[src/rtl/seg7_x16_pkg.sv]
// Shared display definitions for the 8-digit seven-segment scanner:
// the hex glyph table, blank constants, display mode encoding and a
// helper that turns a digit address into an active-low anode select.
package seg7_x16_pkg;

    // All segments off (active-low), dp included.
    localparam logic [7:0] SEG_BLANK = 8'hFF;

    // No anode driven (active-low), every digit dark.
    localparam logic [7:0] SEL_NONE = 8'hFF;

    // Active-low glyphs, bit order {dp,g,f,e,d,c,b,a}, dp off.
    localparam logic [7:0] HEX_GLYPH [16] = '{
        8'hC0, 8'hF9, 8'hA4, 8'hB0,
        8'h99, 8'h92, 8'h82, 8'hF8,
        8'h80, 8'h90, 8'h88, 8'h83,
        8'hC6, 8'hA1, 8'h86, 8'h8E
    };

    // Text mode shows 8 hex nibbles; graphics mode drives raw segment bytes.
    typedef enum logic {
        MODE_TEXT     = 1'b0,
        MODE_GRAPHICS = 1'b1
    } display_mode_t;

    // Active-low one-hot anode select for a digit address (digit 0 rightmost).
    function automatic logic [7:0] digitSelect(input logic [2:0] addr);
        return ~(8'b0000_0001 << addr);
    endfunction

endpackage

[src/rtl/seg7_x16_hex_to_seg7.sv]
// Combinational nibble-to-glyph decoder for a single hex digit.
module hex_to_seg7
    import seg7_x16_pkg::*;
(
    input  logic [3:0] i_nibble,
    output logic [7:0] o_glyph
);

    // Straight table lookup; the table is shared through the package.
    always_comb begin
        o_glyph = HEX_GLYPH[i_nibble];
    end

endmodule

[src/rtl/seg7_x16.sv]
// Eight-digit multiplexed seven-segment driver. A free-running divider
// produces a scan tick that steps the digit address; the payload and
// mode are re-captured every clock, and the select/segment pair is
// registered together so a lit anode never shows another digit's pattern.
module seg7_x16
    import seg7_x16_pkg::*;
#(
    parameter int DIV_BIT = 14
)
(
    input  logic        clk,
    input  logic        rstn,
    input  logic        display_mode,
    input  logic [63:0] i_data,
    output logic [7:0]  o_seg,
    output logic [7:0]  o_sel
);

    logic [DIV_BIT:0] r_cnt;
    logic [2:0]       r_addr;
    logic [63:0]      r_hold;
    display_mode_t    r_mode;
    logic [7:0]       r_seg;
    logic [7:0]       r_sel;

    logic             w_tick;
    logic [3:0]       w_nibble;
    logic [7:0]       w_byte;
    logic [7:0]       w_glyph;
    logic [7:0]       w_segNext;

    // Free-running scan divider; wraps naturally at its full width.
    always_ff @(posedge clk or negedge rstn) begin
        if (!rstn) begin
            r_cnt <= '0;
        end else begin
            r_cnt <= r_cnt + {{DIV_BIT{1'b0}}, 1'b1};
        end
    end

    // Scan strobe: one cycle long, once every 2^DIV_BIT clocks.
    always_comb begin
        w_tick = &r_cnt[DIV_BIT-1:0];
    end

    // Digit address steps on each tick and wraps 7 -> 0.
    always_ff @(posedge clk or negedge rstn) begin
        if (!rstn) begin
            r_addr <= '0;
        end else if (w_tick) begin
            r_addr <= r_addr + 3'd1;
        end
    end

    // Payload and mode are sampled every clock so the decoder only sees registered values.
    always_ff @(posedge clk or negedge rstn) begin
        if (!rstn) begin
            r_hold <= '0;
            r_mode <= MODE_TEXT;
        end else begin
            r_hold <= i_data;
            r_mode <= display_mode_t'(display_mode);
        end
    end

    // Pick the nibble and the raw byte belonging to the current digit.
    always_comb begin
        w_nibble = r_hold[{r_addr, 2'b00} +: 4];
        w_byte   = r_hold[{r_addr, 3'b000} +: 8];
    end

    hex_to_seg7 u_hexToSeg7 (
        .i_nibble (w_nibble),
        .o_glyph  (w_glyph)
    );

    // Graphics mode passes the byte through untouched, dp bit included.
    always_comb begin
        w_segNext = w_glyph;
        if (r_mode == MODE_GRAPHICS) begin
            w_segNext = w_byte;
        end
    end

    // Select and segments load on the same edge so they always describe the same digit.
    always_ff @(posedge clk or negedge rstn) begin
        if (!rstn) begin
            r_sel <= SEL_NONE;
            r_seg <= SEG_BLANK;
        end else begin
            r_sel <= digitSelect(r_addr);
            r_seg <= w_segNext;
        end
    end

    assign o_sel = r_sel;
    assign o_seg = r_seg;

endmodule

[config.mk]
export PLATFORM = sky130hd
export DESIGN_NAME = seg7_x16
export DESIGN_NICKNAME = d
export VERILOG_FILES = /design/src/rtl/seg7_x16_pkg.sv /design/src/rtl/seg7_x16_hex_to_seg7.sv /design/src/rtl/seg7_x16.sv
export SDC_FILE = /design/constraint.sdc
export NUM_CORES = 1
export LEC_CHECK = 0
export ABC_AREA = 1
export CAP_MARGIN = 20
export CORE_MARGIN = 2
export CORE_UTILIZATION = 55
export DETAILED_ROUTE_END_ITERATION = 10
export PLACE_DENSITY_LB_ADDON = 0.12
export SLEW_MARGIN = 25
export SYNTH_ARGS = -nofsm -noshare
export SYNTH_HDL_FRONTEND = slang
export SYNTH_SLANG_ARGS = --single-unit
[constraint.sdc]
create_clock -name clk -period 4.9 [get_ports clk]
set_input_delay 0.49 -clock clk [delete_from_list [all_inputs] [get_ports clk]]
set_output_delay 0.49 -clock clk [all_outputs]
set_load 0.02 [all_outputs]
==> reports/qor.yml, run 1 <==
status: "finished, final reports clean"
first_global_vias: 2908
required_ps: 5180
core_um2: 7214
antenna_found_initial: 0
grtUsageTotal: 0.2046
crit_arrival_ps: 2540
dpl.hpwl_mm: 5.564
path_clk_slew_ps: 90
ys_warn_count: 0
internal_power_mw: 1.111
worstPathCellList: "inv_1 -> nand3_1 -> nand2_2 -> inv_2 -> ha_1 -> inv_1 -> nand3_1 -> nand3_1 -> nand2_1 -> nand2_1 -> nand2_1"
setup_viol: 0
die_w_um: 89.99
seq_area_frac_synth: 0.6080
leakagePower_nw: 2.323
cp_slowest_cell: "inv_1"
syn_to_final_growth_pct: 24.74
syn_nets: 470
p_sw_mw: 0.3532
wire_per_inst_um: 13.46
p_seq_frac: 0.585
grt-ovfl-total: 0
worst_clock_skew_ps: 11.75
crit_buf_inv: 3
final_common_cell: "nand2_1"
dieArea_um2: 8097
drc: 0
min_path_type: "in2async"
cts_resized: 0
drt_iter0_markers: 115
p_sw_frac: 0.2412
path_class: "reg2reg"
cts_tree: "yes"
p_clk_frac: 0.324
rsz0062_at_grt: "false"
avgSynthCellArea_um2: 10.43
drtAntennaViolNets: 0
postCtsSetupRepairBufs: 0
ios: 83
timing.fmax_ghz: 0.4442
cp_max_fo: 21
cts_buffers: 9
drv_cap: 0
fin_tns_setup_ps: 0
vias: 2903
endpoint_kind: "register"
dp.cells: 557
stdcell_count: 572
synthCells: 390
ys_seq_elements: 98
wirelength_mm: 7.698
ctsRootBufferMaster: "clkbuf_8"
utilization: 0.7031
cts_sinks: 98
relSlewSlack: 0.5201
htree_levels: 3
grt_max_degree: 58
postCtsHoldBufs: 0
pwr_density_cell_nw_per_um2: 288.7
ir_worst_vdd_mv: 0.2526
drive_gt1_frac: 0.1184
slew_violations: 0
cts_buffer_depth: 2
insertion_delay_ps: 360
fin_crit_ps: 2251
die_h_um: 89.99
gp_congestion: 0.8326
start_kind: "register"
drt-pass1-iter-count: 4
rows: 31
viasPerCell: 5.075
finalCritPeriodShare: 0.4595
tightest_slew_ps: 718.9
cp_slowest_stage_delay_ps: 600
n_antenna_cell: 0
hold_viol_final: 0
port_buffers: 82
final_nets: 549
start_util: 0.5636
setup_ws_ps: 2649
pre_cts_ws_ps: 2623
cp_top_family: "buffers and inverters"
netlist_area_um2: 4066
mostFrequentLayoutCells: "nand2_1 (96), dfrtp_1 (82), clkdlybuf4s50_1 (81)"
comb_power_share: 0.091
grt_first_pass_wirelength_mm: 13.08
synth_cell_types: 33
layer usage:
metal | vias to the layer above | track usage | part of all wire
met5 | - | 0 | 0
met4 | 0 | 0.06026 | 0.013
met3 | 8 | 0.06119 | 0.055
met2 | 80 | 0.3314 | 0.48
met1 | 1389 | 0.2708 | 0.45
li1 | 1426 | - | -
final cells by class:
| cell class | instances | area (µm²) |
|---|---|---|
| Sequential cell | 98 | 2472 |
| Fill cell | 569 | 2142 |
| Multi-Input combinational cell | 254 | 1375 |
| Clock inverter | 6 | 55.05 |
| Timing Repair Buffer | 85 | 840.8 |
| Clock buffer | 9 | 123.9 |
| Tap cell | 99 | 123.9 |
| Inverter | 21 | 81.33 |
path summary, 6_finish.rpt:
kind / startpoint / to / slack [ps] / cells after the start
setup / recovery: r_addr[2] / o_seg[0] / 2650 / 11
hold reg to reg: r_cnt[0] / r_cnt[0] / 460 / 1
hold / removal: rstn / r_addr[2] / 100 / 1
max in group asynchronous: rstn / r_hold[22] / 3770 / 2
setup reg to reg: r_addr[2] / o_seg[0] / 2650 / 11
min in group clk: r_cnt[0] / r_cnt[0] / 460 / 1
power groups by stage:
stage | combinational [mW] | sequential (mW) | clock (mW)
6_report | 0.133 | 0.857 | 0.475
5_1_grt | 0.148 | 0.861 | 0.522
4_1_cts | 0.135 | 0.857 | 0.487
3_5_place_dp | 0.135 | 0.873 | 0
3_3_place_gp | 0.135 | 0.873 | 0
2_1_floorplan | 0.0391 | 0.877 | 0
worst reg2reg max path: stages (launching register included):
cell,delay (ps)
dfrtp_1,560
inv_1,600
nand3_1,180
nand2_2,150
inv_2,70
ha_1,220
inv_1,70
nand3_1,90
nand3_1,90
nand2_1,50
nand2_1,50
nand2_1,50
per-stage QoR:
step | hold slack [ps] | area [µm²] | total power, mW
3_3_place_gp | 441.1 | 4893 | 1.007
4_1_cts | 106.4 | 5072 | 1.480
3_5_place_dp | 452.5 | 4893 | 1.008
2_1_floorplan | 194.4 | 4066 | 0.9161
6_report | 96.21 | 5072 | 1.464
5_1_grt | 122.7 | 5072 | 1.531
cells in the mapped netlist:
library cell  number  area (µm²)
a22o_1             1       8.760
nand2_2            4       25.02
inv_4              1       6.260
nand4_1            1       6.260
inv_1             15       56.30
nor3_1             3       15.01
nand2_1           96       360.4
o211ai_1           3       22.52
ha_1              13       162.7
nor2_1            21       78.83
buf_1              1       3.750
mux2_2             1       11.26
nand3_4            1       17.52
xnor2_1            1       8.760
nand3_1           45       225.2
buf_4              5       37.54
o21ai_0           19       95.09
dfrtp_1           82        2052
nor3_2             1       10.01
nand2_4            3       33.78
dfstp_2           16       420.4
inv_2              5       18.77
a21oi_1           11       55.05
nand3_2            5       50.05
o21ai_1            1       5.000
nor4_1             1       6.260
buf_8              1       15.01
a31oi_1            4       25.02
xor2_1            12       105.1
a221o_1            1       10.01
buf_2              5       25.02
o22ai_1            6       37.54
buf_6              5       56.30
registers in the layout, summed over array words and instances, names as in the netlist:
name / count
o_seg: 8
r_mode: 1
r_cnt: 14
r_addr: 3
r_hold: 64
o_sel: 8
kinds of logic after synthesis:
logic type | after synthesis | share of synthesized area
compound gates | 46 | 0.06369
xor+xnor | 13 | 0.02800
fa+ha+maj | 13 | 0.04000
buf+inv | 38 | 0.05384
flops | 98 | 0.6080
mux | 1 | 0.002769
simple gates | 181 | 0.2037
(Power assumes the default switching activity.)
==> inputs of run 2 (changes only) <==
--- a/config.mk
+++ b/config.mk
@@ -8,7 +8,7 @@
 export ABC_AREA = 1
 export CAP_MARGIN = 20
 export CORE_MARGIN = 2
-export CORE_UTILIZATION = 55
+export CORE_UTILIZATION = 46
 export DETAILED_ROUTE_END_ITERATION = 10
 export PLACE_DENSITY_LB_ADDON = 0.12
 export SLEW_MARGIN = 25
==> constraint.sdc (replaced) <==
create_clock -name clk -period 1.8 [get_ports clk]
set_input_delay 0.18 -clock clk [delete_from_list [all_inputs] [get_ports clk]]
set_output_delay 0.18 -clock clk [all_outputs]
set_load 0.02 [all_outputs]
==> reports/qor.yml, run 2 (synthesized netlist as in run 1, its figures left out) <==
status: "finished, final reports clean"  # unchanged
fin_crit_ps: 1758  # was 2251 ps
port_buffers: 82  # unchanged
drt-pass1-iter-count: 5  # was 4
pwr_density_cell_nw_per_um2: 726.7  # was 288.7 nW/µm²
rsz0062_at_grt: "true"  # was false
cts_buffers: 9  # unchanged
final_common_cell: "nand2_1"  # unchanged
die_w_um: 98.02  # was 89.99 µm
finalCritPeriodShare: 0.9764  # was 0.4595
tightest_slew_ps: 404.2  # was 718.9 ps
pre_cts_ws_ps: 26.40  # was 2623 ps
relSlewSlack: 0.7277  # was 0.5201
worst_clock_skew_ps: 7.063  # was 11.75 ps
start_util: 0.4709  # was 0.5636
timing.fmax_ghz: 0.5690  # was 0.4442 GHz
dieArea_um2: 9608  # was 8097 µm²
grt_max_degree: 41  # was 58
cp_slowest_cell: "dfrtp_2"  # was inv_1
drive_gt1_frac: 0.2277  # was 0.1184
ir_worst_vdd_mv: 0.4675  # was 0.2526 mV
p_seq_frac: 0.579  # was 0.585
crit_arrival_ps: 2040  # was 2540 ps
r2r_cells: 13  # was 11
n_antenna_cell: 0  # unchanged
path_clk_slew_ps: 90  # about the same
grt_first_pass_wirelength_mm: 13.97  # was 13.08 mm
cp_max_fo: 7  # was 21
wire_per_inst_um: 14.60  # was 13.46 µm
largest_reg_flops: 64  # unchanged
cts_tree: "yes"  # unchanged
r2r-end: "o_seg[0]"  # unchanged
rows: 34  # was 31
drc: 0  # unchanged
reg2reg_from: "r_addr[0]"  # was r_addr[2]
drtAntennaViolNets: 0  # unchanged
drt_iter0_markers: 152  # was 115
cp_top_family: "simple AND/OR/NAND/NOR gates"  # was buffers and inverters
comb_power_share: 0.104  # was 0.091
cp_slowest_stage_delay_ps: 490  # was 600 ps
reg.largest.list: "r_hold: 64 flops, r_cnt: 14 flops"  # unchanged
p_sw_mw: 0.9642  # was 0.3532 mW
grt-ovfl-total: 0  # unchanged
ios: 83  # unchanged
setup_viol: 0  # unchanged
mostFrequentLayoutCells: "nand2_1 (87), clkdlybuf4s50_1 (81), dfrtp_1 (81)"  # was nand2_1 (96), dfrtp_1 (82), clkdlybuf4s50_1 (81)
p_sw_frac: 0.2388  # was 0.2412
p_clk_frac: 0.317  # was 0.324
viasPerCell: 5.086  # was 5.075
worstPathCellList: "buf_8 -> nand2_2 -> nand3_2 -> nand3_2 -> nand2_4 -> inv_6 -> ha_1 -> inv_1 -> nand2_1 -> nand3_1 -> nand2_1 -> nand2_1 -> nand2_1"  # was inv_1 -> nand3_1 -> nand2_2 -> inv_2 -> ha_1 -> inv_1 -> nand3_1 -> nand3_1 -> nand2_1 -> nand2_1 -> nand2_1
slew_violations: 0  # unchanged
hp-start: "i_data[54]"
cts_sinks: 98  # unchanged
die_h_um: 98.02  # was 89.99 µm
internal_power_mw: 3.074  # was 1.111 mW
cp_common_cell: "nand2_1"
wirelength_mm: 8.950  # was 7.698 mm
htree_levels: 3  # unchanged
start_kind: "register"  # unchanged
path_class: "reg2reg"  # unchanged
hold_viol_final: 0  # unchanged
crit_buf_inv: 3  # unchanged
largest_register: "r_hold"  # unchanged
cts_buffer_depth: 2  # unchanged
first_global_vias: 3009  # was 2908
dpl.hpwl_mm: 6.094  # was 5.564 mm
endpoint_kind: "register"  # unchanged
vias: 3118  # was 2903
required_ps: 2080  # was 5180 ps
min_path_type: "in2reg"  # was in2async
core_um2: 8636  # was 7214 µm²
insertion_delay_ps: 350  # was 360 ps
hold_path_end: "r_hold[54]"
leakagePower_nw: 2.542  # was 2.323 nW
ff2ff_setup_slack_ps: 40  # was 2650 ps
antenna_found_initial: 0  # unchanged
syn_to_final_growth_pct: 36.65  # was 24.74%
holdPathStages: 1
fin_hold_ws_ps: 255.5  # was 96.21 ps
setup_ws_ps: 42.45  # was 2649 ps
grtUsageTotal: 0.1826  # was 0.2046
ctsRootBufferMaster: "clkbuf_8"  # unchanged
final_nets: 580  # was 549
gp_congestion: 0.8508  # was 0.8326
drv_cap: 0  # unchanged
==> run 2: cell count changes in the layout (fill, tap and decap cells not counted), sizes merged <==
cell | before | now
clkinvlp | 0 | 1
dlygate4sd3 | 0 | 1
buf | 4 | 33
clkbuf | 9 | 10
clkinv | 1 | 4
inv | 26 | 23
==> run 2: routing by layer <==
metal	vias to the layer above	GRT usage	wire length [µm]
li1	1491	-	-
met1	1490	0.2426	3677
met2	119	0.2987	4646
met3	18	0.03508	458
met4	0	0.07051	168
met5	-	0	0
==> run 2: cell type report <==
| class | count | area, µm² |
|---|---|---|
| Sequential cell | 98 | 2474 |
| Timing Repair inverter | 1 | 6.256 |
| Clock inverter | 6 | 40.04 |
| Timing Repair Buffer | 115 | 1129 |
| Tap cell | 108 | 135.1 |
| Multi-Input combinational cell | 254 | 1539 |
| Fill cell | 705 | 3079 |
| Clock buffer | 10 | 137.6 |
| Inverter | 21 | 96.34 |
==> run 2: timing repair <==
action,in CTS,in global routing
hold buffers,1,0
setup endpoints to repair,0,7
buffers inserted,0,12
gates resized for setup,0,55
endpoints found under the hold margin,26,0
==> run 2: how the worst max path moves through the flow <==
stage / from / endpoint / cells past startpoint
after floorplan: r_addr[0] / o_seg[0] / 14
after global placement: r_addr[0] / o_seg[3] / 9
after detailed placement: r_addr[0] / o_seg[3] / 13
after CTS: r_addr[0] / o_seg[3] / 13
after global routing: r_addr[0] / o_seg[0] / 13
final: r_addr[0] / o_seg[0] / 13
==> run 2: per-stage QoR <==
step,power (mW),cells,setup TNS [ps],area [µm²],utilization
2_1_floorplan,2.494,390,0,4066,-
3_3_place_gp,2.749,582,0,5037,0.5833
3_5_place_dp,2.754,582,0,5037,0.5833
4_1_cts,4.042,599,0,5225,0.6050
5_1_grt,4.237,613,-230.1,5557,0.6434
6_report,4.038,613,0,5557,0.6434
==> run 2: power by group through the flow <==
stage	clock (mW)	sequential, mW	combinational, mW
after floorplan	0	2.39	0.106
after global placement	0	2.38	0.372
after detailed placement	0	2.38	0.377
after CTS	1.33	2.34	0.380
after global routing	1.43	2.35	0.463
final	1.28	2.34	0.422
==> inputs of run 3 (changes only) <==
--- a/config.mk
+++ b/config.mk
@@ -10,6 +10,7 @@
 export CORE_MARGIN = 2
 export CORE_UTILIZATION = 46
 export DETAILED_ROUTE_END_ITERATION = 10
+export GPL_TIMING_DRIVEN = 0
 export PLACE_DENSITY_LB_ADDON = 0.12
 export SLEW_MARGIN = 25
 export SYNTH_ARGS = -nofsm -noshare
==> reports/qor.yml, run 3 (synthesized netlist as in run 1, its figures left out) <==
path_clk_slew_ps: 90  # about the same
cp_top_family: "buffers and inverters"  # was simple AND/OR/NAND/NOR gates
first_global_vias: 3175  # was 3009
relSlewSlack: 0.7169  # was 0.7277
path_class: "reg2reg"  # unchanged
drive_gt1_frac: 0.2612  # was 0.2277
die_h_um: 98.02  # unchanged
grt-ovfl-total: 0  # unchanged
ios: 83  # unchanged
fin_crit_ps: 1777  # was 1758 ps
internal_power_mw: 3.200  # was 3.074 mW
p_seq_frac: 0.565  # was 0.579
drt_iter0_markers: 126  # was 152
post_dp_cell_area_um2: 5051  # was 5037 µm²
cts_buffer_depth: 2  # unchanged
core_um2: 8636  # unchanged
min_path_type: "in2reg"  # unchanged
tightest_slew_ps: 424.6  # was 404.2 ps
cts_sinks: 98  # unchanged
final_common_cell: "clkdlybuf4s50_1"  # was nand2_1
final_nets: 588  # was 580
pwr_density_cell_nw_per_um2: 727.1  # was 726.7 nW/µm²
crit_buf_inv: 5  # was 3
hold_viol_final: 0  # unchanged
cp.depth: 12  # was 13
hp-start: "i_data[43]"  # was i_data[54]
comb_power_share: 0.101  # was 0.104
worstPathCellList: "buf_6 -> inv_6 -> buf_8 -> nand3_1 -> nand3_2 -> nand2_4 -> inv_6 -> ha_4 -> inv_4 -> o21ai_1 -> nand3_1 -> nand2_1"  # was buf_8 -> nand2_2 -> nand3_2 -> nand3_2 -> nand2_4 -> inv_6 -> ha_1 -> inv_1 -> nand2_1 -> nand3_1 -> nand2_1 -> nand2_1 -> nand2_1
p_clk_frac: 0.334  # was 0.317
cp_slowest_stage_delay_ps: 400  # was 490 ps
htree_levels: 3  # unchanged
insertion_delay_ps: 360  # was 350 ps
die_w_um: 98.02  # unchanged
drtAntennaViolNets: 0  # unchanged
grtUsageTotal: 0.1985  # was 0.1826
drc: 0  # unchanged
dieArea_um2: 9608  # unchanged
start_kind: "register"  # unchanged
stdcell_count: 621  # was 613
endpoint_kind: "register"  # unchanged
gp_congestion: 0.8948  # was 0.8508
vias: 3148  # was 3118
cts_buffers: 9  # unchanged
largest_register: "r_hold"  # unchanged
hold_path_end: "r_hold[43]"  # was r_hold[54]
port_buffers: 82  # unchanged
r2r-end: "o_seg[4]"  # was o_seg[0]
cts_tree: "yes"  # unchanged
p_total_mw: 4.141  # was 4.038 mW
r2r_cells: 12  # was 13
wire_per_inst_um: 15.12  # was 14.60 µm
ctsRootBufferMaster: "clkbuf_8"  # unchanged
start_util: 0.4709  # unchanged
leakagePower_nw: 2.582  # was 2.542 nW
wirelength_mm: 9.390  # was 8.950 mm
largest_reg_flops: 64  # unchanged
postLayoutCellArea_um2: 5695  # was 5557 µm²
setup_viol: 0  # unchanged
drt-pass1-iter-count: 4  # was 5
drv_cap: 0  # unchanged
viasPerCell: 5.069  # was 5.086
p_sw_frac: 0.2273  # was 0.2388
timing.fmax_ghz: 0.5628  # was 0.5690 GHz
holdPathStages: 1  # unchanged
reg2reg_from: "r_addr[1]"  # was r_addr[0]
syn_to_final_growth_pct: 40.06  # was 36.65%
mostFrequentLayoutCells: "clkdlybuf4s50_1 (81), nand2_1 (80), dfrtp_1 (80)"  # was nand2_1 (87), clkdlybuf4s50_1 (81), dfrtp_1 (81)
required_ps: 2100  # was 2080 ps
antenna_found_initial: 0  # unchanged
cp_max_fo: 8  # was 7
reg.largest.list: "r_hold: 64 flops, r_cnt: 14 flops"  # unchanged
utilization: 0.6595  # was 0.6434
ir_worst_vdd_mv: 0.4864  # was 0.4675 mV
dpl.hpwl_mm: 6.267  # was 6.094 mm
dp.cells: 581  # was 582
crit_arrival_ps: 2070  # was 2040 ps
rows: 34  # unchanged
slew_violations: 0  # unchanged
n_antenna_cell: 0  # unchanged
rsz0062_at_grt: "true"  # unchanged
ff2ff_setup_slack_ps: 20  # was 40 ps
cp_slowest_cell: "dfrtp_1"  # was dfrtp_2
status: "finished, final reports clean"  # unchanged
finalCritPeriodShare: 0.9871  # was 0.9764
grt_max_degree: 52  # was 41
p_sw_mw: 0.9411  # was 0.9642 mW
worst_clock_skew_ps: 10.22  # was 7.063 ps
grt_first_pass_wirelength_mm: 14.88  # was 13.97 mm
## run 3: changes by cell type in the layout (fill, tap and decap cells not counted), moves of 2 or more
cell / change
inv_1: -2
nand3_1: -2
buf_2: +3
nand2_2: +9
buf_12: -2
nand2_1: -7
buf_6: +2
buf_8: +3
clkinv_2: -2
o21ai_1: +2
o21ai_0: -2
nand2_4: -3
## run 3: worst register-to-register path, stage by stage, from the launching register on
cell and delay, ps:
dfrtp_1 400, buf_6 150, inv_6 90, buf_8 140, nand3_1 90, nand3_2 100, nand2_4 80, inv_6 90
ha_4 160, inv_4 50, o21ai_1 140, nand3_1 110, nand2_1 110
## run 3: layer usage
metal	GRT usage	routed length, µm	vias to the layer above
li1	-	-	1512
met1	0.2517	3968	1532
met2	0.3319	4800	88
met3	0.03865	429	16
met4	0.08868	191	0
met5	0	0	-
## run 3: how the worst max path moves through the flow
stage | from | endpoint | slack, ps
3_5_place_dp | r_addr[0] | o_seg[3] | -200
2_1_floorplan | r_addr[0] | o_seg[0] | 70
3_3_place_gp | rstn | r_hold[61] | -2760
5_1_grt | r_addr[0] | o_seg[0] | -80
4_1_cts | r_addr[0] | o_seg[3] | -20
6_report | r_addr[1] | o_seg[4] | 20
## run 3: power by group through the flow
stage	sequential, mW	clock (mW)	combinational [mW]
after floorplan	2.39	0	0.106
after detailed placement	2.38	0	0.376
after global placement	2.38	0	0.364
after global routing	2.35	1.50	0.459
final	2.34	1.38	0.418
after CTS	2.34	1.43	0.384
## run 3: repair_timing
item / 4_1_cts / 5_1_grt
setup endpoints to repair: 8 / 7
endpoints found under the hold margin: 32 / 0
pin swaps: 4 / 13
resized for setup: 15 / 55
setup buffers: 11 / 12
hold buffers: 1 / 0
## run 3: cell type report
cell class	count	area (µm²)
sequential	98	2475
inverter	21	101.3
clock buffer	11	141.4
fill	681	2940
buffer	17	168.9
clock inverter	5	53.80
tap	108	135.1
timing repair buffer	107	1045
multi-input combinational	254	1575
## run 3: metrics by stage
stage          setup slack, ps  setup TNS [ps]  hold slack [ps]
6_report                 23.19               0            250.9
2_1_floorplan            74.71               0           -115.6
4_1_cts                 -21.49          -39.85            235.9
3_5_place_dp            -201.2          -878.0            138.2
3_3_place_gp             -2761         -253230            441.1
5_1_grt                 -80.39          -322.5            233.7
